==> src/rtl/mem_arbiter.sv <==
// rtl/mem_arbiter.sv - boot/run/halt arbiter for one shared single-port memory
// Optional stall counters: define MEM_ARB_PERF_CNT_EN.
module mem_arbiter #(
   parameter int WIDTH      = 32,
   parameter int ADDR       = 16,
   parameter int STARVE_MAX = 4
) (
   input  logic             clk,
   input  logic             reset,
   output logic             core_hold,
   input  logic             fin,
   input  logic             ld_valid,
   input  logic [ADDR-1:0]  ld_addr,
   input  logic [WIDTH-1:0] ld_wdata,
   input  logic             ld_done,
   input  logic             if_req,
   input  logic [ADDR-1:0]  if_addr,
   output logic             if_gnt,
   output logic             if_rvalid,
   output logic [WIDTH-1:0] if_rdata,
   input  logic             d_req,
   input  logic [ADDR-1:0]  d_addr,
   input  logic [WIDTH-1:0] d_wdata,
   input  logic [3:0]       d_wr_en,
   output logic             d_gnt,
   output logic             d_rvalid,
   output logic [WIDTH-1:0] d_rdata,
   output logic             mem_en,
   output logic [ADDR-1:0]  mem_addr,
   output logic [WIDTH-1:0] mem_wdata,
   output logic [3:0]       mem_wr_en,
   input  logic [WIDTH-1:0] mem_rdata,
   output logic [31:0]      if_stall_cnt,
   output logic [31:0]      d_stall_cnt
);

   localparam logic [1:0] BOOT = 2'd0;
   localparam logic [1:0] RUN  = 2'd1;
   localparam logic [1:0] HALT = 2'd2;
   localparam logic [3:0] SMAX = 4'(STARVE_MAX);

   logic [1:0] state;
   logic [3:0] starve_cnt;
   logic       own_if;
   logic       own_d;
   logic       in_run;

   assign in_run    = (state == RUN);
   assign core_hold = !in_run;
   assign if_gnt    = in_run && if_req && (!d_req || (starve_cnt >= SMAX));
   assign d_gnt     = in_run && d_req && !if_gnt;

   always_comb begin
      mem_en    = 1'b0;
      mem_addr  = '0;
      mem_wdata = '0;
      mem_wr_en = 4'h0;
      if (state == BOOT && ld_valid) begin
         mem_en    = 1'b1;
         mem_addr  = ld_addr;
         mem_wdata = ld_wdata;
         mem_wr_en = 4'hF;
      end else if (if_gnt) begin
         mem_en    = 1'b1;
         mem_addr  = if_addr;
      end else if (d_gnt) begin
         mem_en    = 1'b1;
         mem_addr  = d_addr;
         mem_wdata = d_wdata;
         mem_wr_en = d_wr_en;
      end
   end

   always_ff @(posedge clk) begin
      if (reset) begin
         state <= BOOT;
      end else begin
         case (state)
            BOOT:    if (ld_done) state <= RUN;
            RUN:     if (fin) state <= HALT;
            default: state <= HALT;
         endcase
      end
   end

   always_ff @(posedge clk) begin
      if (reset || !in_run || !if_req || if_gnt) begin
         starve_cnt <= 4'd0;
      end else if (starve_cnt < SMAX) begin
         starve_cnt <= starve_cnt + 4'd1;
      end
   end

   // One-entry owner: the memory answers exactly one cycle after each read grant.
   always_ff @(posedge clk) begin
      own_if <= !reset && if_gnt;
      own_d  <= !reset && d_gnt && (d_wr_en == 4'h0);
   end

   assign if_rvalid = own_if && !reset;
   assign d_rvalid  = own_d && !reset;
   assign if_rdata  = mem_rdata;
   assign d_rdata   = mem_rdata;

`ifdef MEM_ARB_PERF_CNT_EN
   always_ff @(posedge clk) begin
      if (reset) begin
         if_stall_cnt <= 32'd0;
         d_stall_cnt  <= 32'd0;
      end else if (in_run) begin
         if (if_req && !if_gnt) if_stall_cnt <= if_stall_cnt + 32'd1;
         if (d_req && !d_gnt)   d_stall_cnt  <= d_stall_cnt + 32'd1;
      end
   end
`else
   assign if_stall_cnt = 32'd0;
   assign d_stall_cnt  = 32'd0;
`endif

endmodule

==> config.mk <==
export PLATFORM = sky130hd
export DESIGN_NAME = mem_arbiter
export DESIGN_NICKNAME = d
export VERILOG_FILES = /design/src/rtl/mem_arbiter.sv
export SDC_FILE = /design/constraint.sdc
export NUM_CORES = 1
export LEC_CHECK = 0
export ABC_AREA = 0
export BUFFER_PORTS_ARGS = -buffer_cell sky130_fd_sc_hd__buf_2
export CAP_MARGIN = 20
export CORE_AREA = 2 2 134 136
export CTS_BUF_LIST = sky130_fd_sc_hd__clkbuf_8
export CTS_CLUSTER_DIAMETER = 40
export DETAILED_ROUTE_END_ITERATION = 7
export DIE_AREA = 0 0 136 138
export MAX_ROUTING_LAYER = met4
export PLACE_DENSITY = 0.5
export SETUP_SLACK_MARGIN = 0.05
export SYNTH_ARGS = -nofsm -noshare
export SYNTH_HDL_FRONTEND = slang
export SYNTH_SLANG_ARGS = --single-unit
==> constraint.sdc <==
create_clock -name clk -period 2 [get_ports clk]
set_input_delay 0.2 -clock clk [delete_from_list [all_inputs] [get_ports clk]]
set_output_delay 0.2 -clock clk [all_outputs]
set_load 0.05 [all_outputs]
==> Word-level counts from Yosys, hierarchy flattened <==
Index checks and enable logic that the tools add are counted.
{ "classes": {"addsub": 1, "n_lt_le_gt_ge": 2, "eq_ne": 3, "muxes": 15, "n_reduce_logical": 22} }
{ "op_table": {"columns": ["op", "count"], "rows": [
  ["two-way mux 32 bit", 3],
  ["two-way mux 16 bit", 3],
  ["two-way mux 4 bit", 3],
  ["logical AND 1 bit", 10],
  ["zero test 1 bit", 5],
  ["adder 4 x 1 -> 4 bit, second input constant", 1],
  [">= comparator 4 x 3 -> 1 bit, second input constant", 1],
  ["zero test 4 bit", 1],
  ["logical OR 1 bit", 4],
  ["< comparator 4 x 3 -> 1 bit, second input constant", 1],
  ["two-way mux 2 bit", 2],
  ["!= test 2 bit, second input constant", 2],
  ["one-hot mux 2 bit (2 select lines)", 1],
  ["two-way mux 1 bit", 3],
  ["== test 2 x 1 -> 1 bit, second input constant", 1],
  ["zero test 2 bit", 1],
  ["AND reduction 2 bit", 1]
]} }
{ "totals": {"register_bits": 8, "word_cells": 47} }

==> Depth between registers and ports, before layout <==
Gate-level depths: netlist of the first run.
{ "logic_depth": {"depth_word": 8, "depth_mapped": 5} }

==> Least setup slack after synthesis of the first run <==
No wires, ideal clock.
{ "synth_timing": {"kind": "reg2out", "start": "reg starve_cnt[2]", "end": "out mem_en", "arrival_time_ns": 1.653, "slack_ns": 0.147, "path_stages_with_launch": 5, "path_cell_list": "dfxtp_1 or3b_1 buf_6 and2_2 or3_1"} }
{ "synth_via": {"elab_chain_cells": 8} }
{ "synth_rtl": {"columns": ["element", "line_no", "text"], "rows": [
  ["from (decl)", "43", "logic [3:0] starve_cnt;"],
  ["from (signal assigned)", "90", "starve_cnt <= starve_cnt + 4'd1;"],
  [">= comparator 4 x 3 -> 1 bit *", "50", "assign if_gnt = in_run && if_req && (!d_req || (starve_cnt >= SMAX));"],
  ["logical OR 1 bit *", "50", null],
  ["logical AND 1 bit *", "50", null],
  ["via if_gnt", "18", "output logic if_gnt,"],
  ["zero test 1 bit", "51", "assign d_gnt = in_run && d_req && !if_gnt;"],
  ["logical AND 1 bit", "51", null],
  ["two-way mux 1 bit", "66", "end else if (d_gnt) begin"],
  ["two-way mux 1 bit *", "63", "end else if (if_gnt) begin"],
  ["two-way mux 1 bit *", "58", "if (state == BOOT && ld_valid) begin"],
  ["to (decl)", "28", "output logic mem_en,"]
]} }
The timed path passes the listed nets; every way through them passes the cells marked *.

==> Worst setup path in the final report of the first run <==
{ "layout_timing": {"start": "reg starve_cnt[3]", "end": "out mem_addr[13]"} }
{ "layout_via": {"elab_chain_cells": 8} }
{ "layout_rtl": {"columns": ["element", "line_no", "text"], "rows": [
  [">= comparator 4 x 3 -> 1 bit *", "50", null],
  ["logical OR 1 bit *", "50", null],
  ["logical AND 1 bit *", "50", null],
  ["zero test 1 bit", "51", null],
  ["logical AND 1 bit", "51", null],
  ["two-way mux 16 bit", "66", null],
  ["two-way mux 16 bit *", "63", null],
  ["two-way mux 16 bit *", "58", null],
  ["to (decl)", "29", "output logic [ADDR-1:0] mem_addr,"]
]} }
Every way passes the cells marked *; elsewhere a longest branch is shown, timed or not.

==> reports/results.tsv, run 1 <==
stage	metric	value	unit
clocking	clockBufferDepth	2	
clocking	root_buffer	clkbuf_8	
timing	setup_viol	1	
floorplanning	coreArea	17500	µm²
critical_path	startpoint_type	flop	
critical_path	path_buf_inv	2	
pwr	intPower	0.646	mW
detailed_routing	drc	0	
timing	final_max_slew_viol_count	0	
floorplanning	ios	341	
timing	finalCritPeriodShare	1.00	
detailed_routing	drtPass1Iterations	4	
detailed_routing	drt_iter0_drc	63	
synth	yosysUniqueCellTypes	29	
critical_path	critPathMaxFanout	8	
outcome	run_status	finished, violations left	
pwr	ir_drop	0.180	mV
critical_path	cp.depth	5	
critical_path	cp-startpoint	starve_cnt[3]	
clocking	cts_buffers	3	
floorplanning	initial_core_util	0.112	
global_route	globalRouteOverflowTotal	0	
synth	syn_area_per_cell	7.90	µm²
synth	synth_top_area_cell	buf_4	
timing	fin_crit	2010	ps
clocking	cts.reportedPaths.clkPinSlew	40	ps
global_route	grt_use_total	0.0811	
floorplanning	die_w	136	µm
pwr	combPwrFrac	0.771	
critical_path	max_stage_delay	450	ps
detailed_routing	vias	2009	
critical_path	r2r_slack	570	ps
pwr	pwr-share-clk	0.122	
placement	gp_congestion	0.832	
cells_and_area	num_antenna_cells	0	
critical_path	crit_end	mem_addr[13]	
pwr	power.density	587	nW/µm²
detailed_routing	vias_per_cell	3.41	
clocking	cts_tree	built	
floorplanning	dieArea	18800	µm²
clocking	clock_latency	220	ps
timing	finClkSkew	0.539	ps
global_route	grt_pass1_wl	11100	µm
critical_path	cp_common_cell	buf_12	
outcome	violations	setup timing	
critical_path	required	1800	ps
synth	synthTopCellsByArea	buf_4 (49%), a22o_1 (14%), a221o_1 (8.1%)	
cells_and_area	final_nets	519	
run	drv_cap	0	
synth	syn_inst	249	
placement	hpwl	7050	µm
pwr	p_sw	0.953	mW
critical_path	critPathSlowestCell	or3b_4	
synth	netlist_area	1970	µm²
clocking	htree_levels	1	
detailed_routing	wl	8470	µm
critical_path	r2r_cells	3	
clocking	numClockSinks	8	
timing	whs	225	ps
cells_and_area	post-route-util	0.155	
synth	synth.top_cell.area_share	0.489	
pwr	sequentialPowerShare	0.107	
critical_path	worst-setup-path-type	reg -> out	
placement	place_ws	139	ps
critical_path	end_kind	output pin	
global_route	antenna_found_initial	0	
cells_and_area	drive_gt1_frac	0.598	
global_route	grt_pass1_vias	1796	
detailed_routing	postRouteAntennaNets	0	
critical_path	reg2reg_from	state[1]	
critical_path	cp.arrival	1810	ps
timing	setup_slack	-6.30	ps
floorplanning	dieHeight	138	µm
critical_path	crit_path_cell_trace	or3b_4 > buf_12 > and3_4 > a221o_1 > buf_12	
timing	rsz0062_at_grt	yes	
min_path	hp-class	in -> reg	
global_route	grt_max_degree	32	
synth	ys_seq_area_frac	0.0814	
detailed_routing	wl_per_cell	14.3	µm
cells_and_area	syn2layout_area_growth	38.5	%
pwr	leakage	1.51	nW
critical_path	critPathTopFamily	simple AND/OR/NAND/NOR gates	
timing	hold_violations	0	
synth	ys_warn_count	0	
pwr	swShare	0.596	
timing	fmax	0.498	GHz
critical_path	worstReg2RegEnd	starve_cnt[2]	
placement	portBuffers	180	
floorplanning	rows	49	
synth	ys_ff_latch	8	
## layer usage
| metal | part of all wire | wire (µm) | GRT usage | up-vias |
|---|---|---|---|---|
| li1 | - | - | - | 911 |
| met1 | 0.38 | 3240 | 0.0963 | 884 |
| met2 | 0.46 | 3880 | 0.128 | 185 |
| met3 | 0.13 | 1110 | 0.0279 | 29 |
| met4 | 0.027 | 231 | 0.0252 | 0 |
| met5 | 0 | 0 | - | - |
## placed cells by master (no fill, tap or decap)
master / count
buf_8: 1
and2_2: 2
buf_2: 151
clkbuf_8: 3
a22o_1: 32
conb_1: 65
dfxtp_1: 5
clkbuf_4: 5
inv_1: 1
and3_2: 6
or3_1: 1
nand2b_1: 1
a21oi_1: 2
and3_4: 9
ha_1: 1
buf_4: 10
buf_6: 16
or3b_4: 2
nand2_1: 1
nor3b_4: 1
clkbuf_16: 1
a21o_1: 4
nor2b_1: 3
buf_12: 4
nor3b_1: 1
a221o_1: 16
and3_1: 2
o21ai_0: 2
nor3_1: 1
and3b_1: 1
dfxtp_2: 3
and3b_2: 1
a21oi_2: 1
nor2_1: 6
## worst min-delay path, stage by stage
cell	delay (ps)
buf_2	80
a21oi_1	70
nor2_1	70
## cell usage after synthesis
master,instances
dfxtp_1,8
and3b_1,2
buf_6,2
ha_1,1
and2_1,1
and2_2,1
nand2_1,1
or3b_4,1
conb_1,1
nor2b_1,3
clkbuf_1,7
a21o_1,4
inv_1,1
a21oi_1,2
nor3b_1,1
nor2_1,6
a221o_1,16
a21oi_2,1
nor3b_2,1
a22o_1,32
nor3_1,1
or3_1,1
o21ai_0,2
nand2b_1,1
and3_1,11
buf_4,128
buf_2,6
and3_2,6
or3b_1,1
## power groups by stage
stage | Clock (mW) | Combinational, mW | Sequential, mW
after floorplan | 0 | 1.28 | 0.173
after global placement | 0 | 1.15 | 0.173
after detailed placement | 0 | 1.15 | 0.173
after CTS | 0.206 | 1.21 | 0.171
after global routing | 0.223 | 1.28 | 0.171
final | 0.196 | 1.23 | 0.171
## flip-flops by register name, summed over array words and instances, names as in the netlist
| name | cells |
|---|---|
| starve_cnt | 4 |
| state | 2 |
| own_d | 1 |
| own_if | 1 |
## layout make-up
class | count | area (µm²)
Fill cell | 2030 | 14800
Timing Repair Buffer | 188 | 1170
Multi-Input combinational cell | 161 | 1060
Tap cell | 229 | 287
Sequential cell | 8 | 164
Clock buffer | 3 | 41.3
Inverter | 1 | 3.75
## worst min-delay path by stage
stage / start / endpoint / slack [ps] / cells after the start
6_report: fin / state[1] / 220 / 3
5_1_grt: fin / state[1] / 240 / 3
4_1_cts: fin / state[1] / 230 / 3
3_5_place_dp: mem_rdata[25] / d_rdata[25] / 400 / 0
3_3_place_gp: mem_rdata[25] / d_rdata[25] / 400 / 0
2_1_floorplan: reset / own_if / 270 / 1
## metrics by stage
step                      std cells  power [mW]  instance area, µm²  TNS (ps)
after floorplan                 313        1.46                2210         0
after global placement          585        1.32                2450         0
after detailed placement        585        1.32                2450         0
after CTS                       588        1.59                2610     -15.2
after global routing            590        1.68                2720      -317
final                           590        1.60                2720     -6.30
## timing repair
action                     in CTS  in global routing
buffers inserted                0                  1
hold buffers                    0                  0
setup endpoints to repair      29                 36
resized for setup              42                 21
cloned                          0                  1
pin swaps                       0                 10
## cell families (layout without fill, tap and decap cells)
logic type,Yosys count,after routing,share of synthesized area
simple gates,38,38,0.126
other cells,1,65,0.00191
compound gates,57,57,0.254
fa+ha+maj,1,1,0.00636
flops,8,8,0.0814
buf+inv,144,192,0.531
Note: power is estimated with default switching activity, not from simulation.
==> inputs of run 2 (changes only) <==
- BUFFER_PORTS_ARGS: -buffer_cell sky130_fd_sc_hd__buf_2 -> -buffer_cell sky130_fd_sc_hd__buf_4
==> reports/results.tsv, run 2 (synthesis gave the netlist of run 1 again) <==
stage	metric	value	unit
cells_and_area	drive_gt1_frac	0.594	
pwr	swShare	0.564	
min_path	hp-class	in -> reg	
pwr	sequentialPowerShare	0.101	
cells_and_area	regMostFlops	starve_cnt	
pwr	intPower	0.736	mW
clocking	clock_latency	220	ps
clocking	cts.reportedPaths.clkPinSlew	40	ps
cells_and_area	layout_common_cells	buf_4 (166), conb_1 (65), a22o_1 (32)	
floorplanning	initial_core_util	0.112	
timing	whs	210	ps
detailed_routing	wl	8680	µm
placement	gp_congestion	0.766	
placement	dp_cells	585	
detailed_routing	vias	1999	
critical_path	startpoint_type	flop	
detailed_routing	postRouteAntennaNets	0	
timing	hold_violations	0	
placement	dpl-instance-area	2880	µm²
detailed_routing	vias_per_cell	3.39	
pwr	ir_drop	0.173	mV
timing	finalCritPeriodShare	0.989	
cells_and_area	multi_input_area	1080	µm²
critical_path	cp.arrival	1780	ps
critical_path	worstReg2RegEnd	starve_cnt[2]	
run	drv_cap	0	
cells_and_area	syn2layout_area_growth	57.4	%
timing	rsz0062_at_grt	yes	
critical_path	end_kind	output pin	
clocking	clockBufferDepth	2	
cells_and_area	nFillCells	2010	
pwr	total_power	1.69	mW
timing	final_max_slew_viol_count	0	
clocking	cts_buffers	3	
outcome	run_status	finished clean	
pwr	p_sw	0.952	mW
critical_path	crit_path_cell_trace	or3b_4 > clkbuf_16 > and3_4 > a221o_1 > buf_6	
global_route	globalRouteOverflowTotal	0	
critical_path	r2r_cells	3	
floorplanning	dieArea	18800	µm²
cells_and_area	layout_commonest_cell	buf_4	
cells_and_area	num_antenna_cells	0	
global_route	grt_pass1_vias	1855	
floorplanning	ios	341	
cells_and_area	stdcell_count	589	
clocking	cts_tree	built	
detailed_routing	drt_iter0_drc	67	
critical_path	worst-setup-path-type	reg -> out	
pwr	pwr-share-clk	0.114	
detailed_routing	wl_per_cell	14.7	µm
pwr	combPwrFrac	0.785	
cells_and_area	regArea	163	µm²
timing	fmax	0.506	GHz
cells_and_area	largest_reg_flops	4	
timing	finClkSkew	0.476	ps
placement	portBuffers	180	
critical_path	required	1800	ps
cells_and_area	reg_top3	starve_cnt: 4 flops, state: 2 flops	
timing	fin_crit	1980	ps
detailed_routing	drc	0	
min_path	hold_depth	2	
placement	hpwl	7290	µm
timing	setup_viol	0	
floorplanning	dieHeight	138	µm
timing	setup-tns-final	0	ps
cells_and_area	design_area	3100	µm²
global_route	grt_use_total	0.0823	
critical_path	reg2reg_from	state[1]	
min_path	holdCritStartpoint	reset	
floorplanning	rows	49	
global_route	grt_max_degree	32	
timing	setup_slack	21.9	ps
floorplanning	coreArea	17500	µm²
cells_and_area	post-route-util	0.177	
detailed_routing	drtPass1Iterations	4	
critical_path	critPathSlowestCell	or3b_4	
clocking	htree_levels	1	
critical_path	max_stage_delay	450	ps
floorplanning	die_w	136	µm
clocking	post_cts_buffers	0	
global_route	grt_pass1_wl	11500	µm
critical_path	critPathMaxFanout	8	
cells_and_area	final_nets	518	
placement	place_ws	182	ps
pwr	leakage	1.61	nW
global_route	antenna_found_initial	0	
clocking	root_buffer	clkbuf_8	
min_path	min_to	state[1]	
pwr	power.density	545	nW/µm²
clocking	numClockSinks	8	
critical_path	r2r_slack	560	ps
[run 2: final cells by class]
type | instances | area share
clock buffers | 3 | 0.0133
multi-input cells | 161 | 0.348
flip-flops and latches | 8 | 0.0525
inverters | 1 | 0.00121
repair buffers | 187 | 0.492
well taps | 229 | 0.0926
[run 2: timing repair]
| item | CTS | global route |
|---|---|---|
| setup endpoints to repair | 20 | 20 |
| gates cloned | 0 | 1 |
| gates resized for setup | 20 | 18 |
| pin swaps | 0 | 12 |
| hold buffers | 0 | 0 |
[run 2: power by group through the flow]
stage | logic, mW | clock network (mW) | registers, mW
after global routing | 1.38 | 0.216 | 0.171
after floorplan | 1.28 | 0 | 0.173
after CTS | 1.31 | 0.205 | 0.171
after detailed placement | 1.28 | 0 | 0.173
final | 1.33 | 0.192 | 0.171
after global placement | 1.28 | 0 | 0.173
[run 2: per-layer routing]
metal / track usage / wire (µm) / share of wire
met2: 0.134 / 4060 / 0.47
met1: 0.0988 / 3460 / 0.40
met5: - / 0 / 0
met3: 0.0253 / 944 / 0.11
met4: 0.0192 / 218 / 0.025
[run 2: worst max-delay path: cells and delay by family (launching register included)]
| kind | cells | cell delay [ps] |
|---|---|---|
| and+or+nand+nor | 2 | 590 |
| buffers and inverters | 2 | 340 |
| DFF | 1 | 330 |
| AOI/OAI and AO/OA | 1 | 290 |
[run 2: worst max path at each step]
stage               depth (start not counted)      endpoint     startpoint  slack [ps]
finish                                      5   mem_addr[1]  starve_cnt[3]          20
global placement                            5   mem_addr[5]  starve_cnt[2]         210
CTS                                         5  mem_addr[13]  starve_cnt[2]           2
detailed placement                          4        mem_en       state[1]         180
floorplan                                   4        mem_en  starve_cnt[2]         150
global route                                5  mem_addr[13]  starve_cnt[2]         -30
==> inputs of run 3 (changes only) <==
--- a/config.mk
+++ b/config.mk
@@ -14,5 +14,4 @@
 export DETAILED_ROUTE_END_ITERATION = 7
 export DIE_AREA = 0 0 136 138
-export MAX_ROUTING_LAYER = met4
 export PLACE_DENSITY = 0.5
 export SETUP_SLACK_MARGIN = 0.05
==> constraint.sdc (replaced) <==
create_clock -name clk -period 2 [get_ports clk]
set_input_delay 0.1 -clock clk [delete_from_list [all_inputs] [get_ports clk]]
set_output_delay 0.1 -clock clk [all_outputs]
set_load 0.05 [all_outputs]
==> reports/results.tsv, run 3 (synthesis gave the netlist of run 1 again) <==
stage	metric	value	unit
cells_and_area	reg_top3	starve_cnt: 4 flops, state: 2 flops	
critical_path	required	1900	ps
detailed_routing	drtPass1Iterations	4	
critical_path	critPathMaxFanout	18	
timing	finalCritPeriodShare	0.956	
cells_and_area	layout_common_cells	buf_4 (182), conb_1 (65), a22o_1 (32)	
cells_and_area	nFillCells	1998	
placement	dp_cells	583	
cells_and_area	final_nets	515	
pwr	power.density	561	nW/µm²
floorplanning	dieHeight	138	µm
floorplanning	ios	341	
clocking	clock_latency	230	ps
placement	portBuffers	180	
clocking	numClockSinks	8	
timing	rsz0062_at_grt	yes	
clocking	root_buffer	clkbuf_8	
critical_path	cp.arrival	1810	ps
placement	gp_congestion	0.758	
detailed_routing	drc	0	
clocking	cts.hold.buffers_added	0	
run	drv_cap	0	
critical_path	worst-setup-path-type	reg -> out	
cells_and_area	regMostFlops	starve_cnt	
detailed_routing	vias	1969	
global_route	antenna_found_initial	0	
timing	setup-tns-final	0	ps
detailed_routing	drt_iter0_drc	62	
global_route	grt_pass1_vias	1796	
min_path	hp-class	in -> reg	
detailed_routing	vias_per_cell	3.36	
cells_and_area	layout_commonest_cell	buf_4	
floorplanning	dieArea	18800	µm²
timing	fmax	0.523	GHz
cells_and_area	stdcell_count	586	
clocking	cts_tree	built	
timing	finClkSkew	3.37	ps
pwr	total_power	1.63	mW
cells_and_area	multi_input_area	1010	µm²
critical_path	end_kind	output pin	
floorplanning	rows	49	
cells_and_area	syn2layout_area_growth	47.8	%
timing	hold_violations	0	
floorplanning	die_w	136	µm
clocking	clockBufferDepth	2	
placement	hpwl	7120	µm
timing	final_max_slew_viol_count	0	
cells_and_area	regArea	163	µm²
detailed_routing	postRouteAntennaNets	0	
global_route	grt_max_degree	33	
pwr	leakage	1.58	nW
outcome	run_status	finished clean	
global_route	grt_use_total	0.0808	
clocking	cts.reportedPaths.clkPinSlew	40	ps
clocking	cts_buffers	3	
cells_and_area	drive_gt1_frac	0.566	
cells_and_area	largest_reg_flops	4	
clocking	htree_levels	1	
global_route	grt_pass1_wl	11500	µm
detailed_routing	wl	8440	µm
floorplanning	coreArea	17500	µm²
cells_and_area	num_antenna_cells	0	
global_route	globalRouteOverflowTotal	0	
floorplanning	initial_core_util	0.112	
cells_and_area	post-route-util	0.166	
timing	setup_viol	0	
pwr	ir_drop	0.180	mV
detailed_routing	wl_per_cell	14.4	µm
timing	fin_crit	1910	ps
critical_path	startpoint_type	flop	
## run 3: stage by stage
stage | hold slack, ps | setup slack (ps) | cell area (µm²)
2_1_floorplan | 172 | 247 | 2210
3_3_place_gp | 200 | 131 | 2860
3_5_place_dp | 200 | 116 | 2860
4_1_cts | 102 | 51.4 | 2900
5_1_grt | 107 | 32.0 | 2910
6_report | 95.1 | 88.2 | 2910
## run 3: per-layer routing
layer / up-vias / share of wire / GRT usage
li1: 901 / - / -
met1: 867 / 0.40 / 0.103
met2: 170 / 0.45 / 0.129
met3: 31 / 0.12 / 0.0249
met4: 0 / 0.027 / 0.0258
met5: - / 0 / 0
## run 3: area by class of cell
cell class / instances / area share
inverters: 1 / 0.00129
clock buffers: 3 / 0.0142
well taps: 229 / 0.0986
multi-input cells: 161 / 0.349
repair buffers: 184 / 0.481
flip-flops and latches: 8 / 0.0560
## run 3: final timing paths
| kind | to | start | slack, ps | depth (start not counted) |
|---|---|---|---|---|
| setup / recovery | mem_en | starve_cnt[3] | 90 | 4 |
| hold / removal | state[1] | reset | 100 | 2 |
| setup reg to reg | starve_cnt[2] | starve_cnt[3] | 560 | 3 |
| hold reg to reg | starve_cnt[0] | starve_cnt[0] | 420 | 1 |
## run 3: repair_timing
action / in CTS / in global routing
gates cloned: 0 / 0
gates resized for setup: 2 / 3
buffers inserted: 0 / 0
pin swaps: 0 / 1
endpoints found under the setup margin: 17 / 29
## run 3: report_power, final
group	internal, mW	total, mW	leakage, nW	switching [mW]
Combinational	0.395	1.26	1.49	0.868
Sequential	0.166	0.174	0.0660	0.00759
Clock	0.130	0.194	0.0216	0.0639
Total	0.692	1.63	1.58	0.939
## run 3: worst max-delay path: stages, from the launching register on
cell	delay (ps)
dfxtp_1	330
or3b_4	520
and2_2	230
or3_1	310
buf_4	200
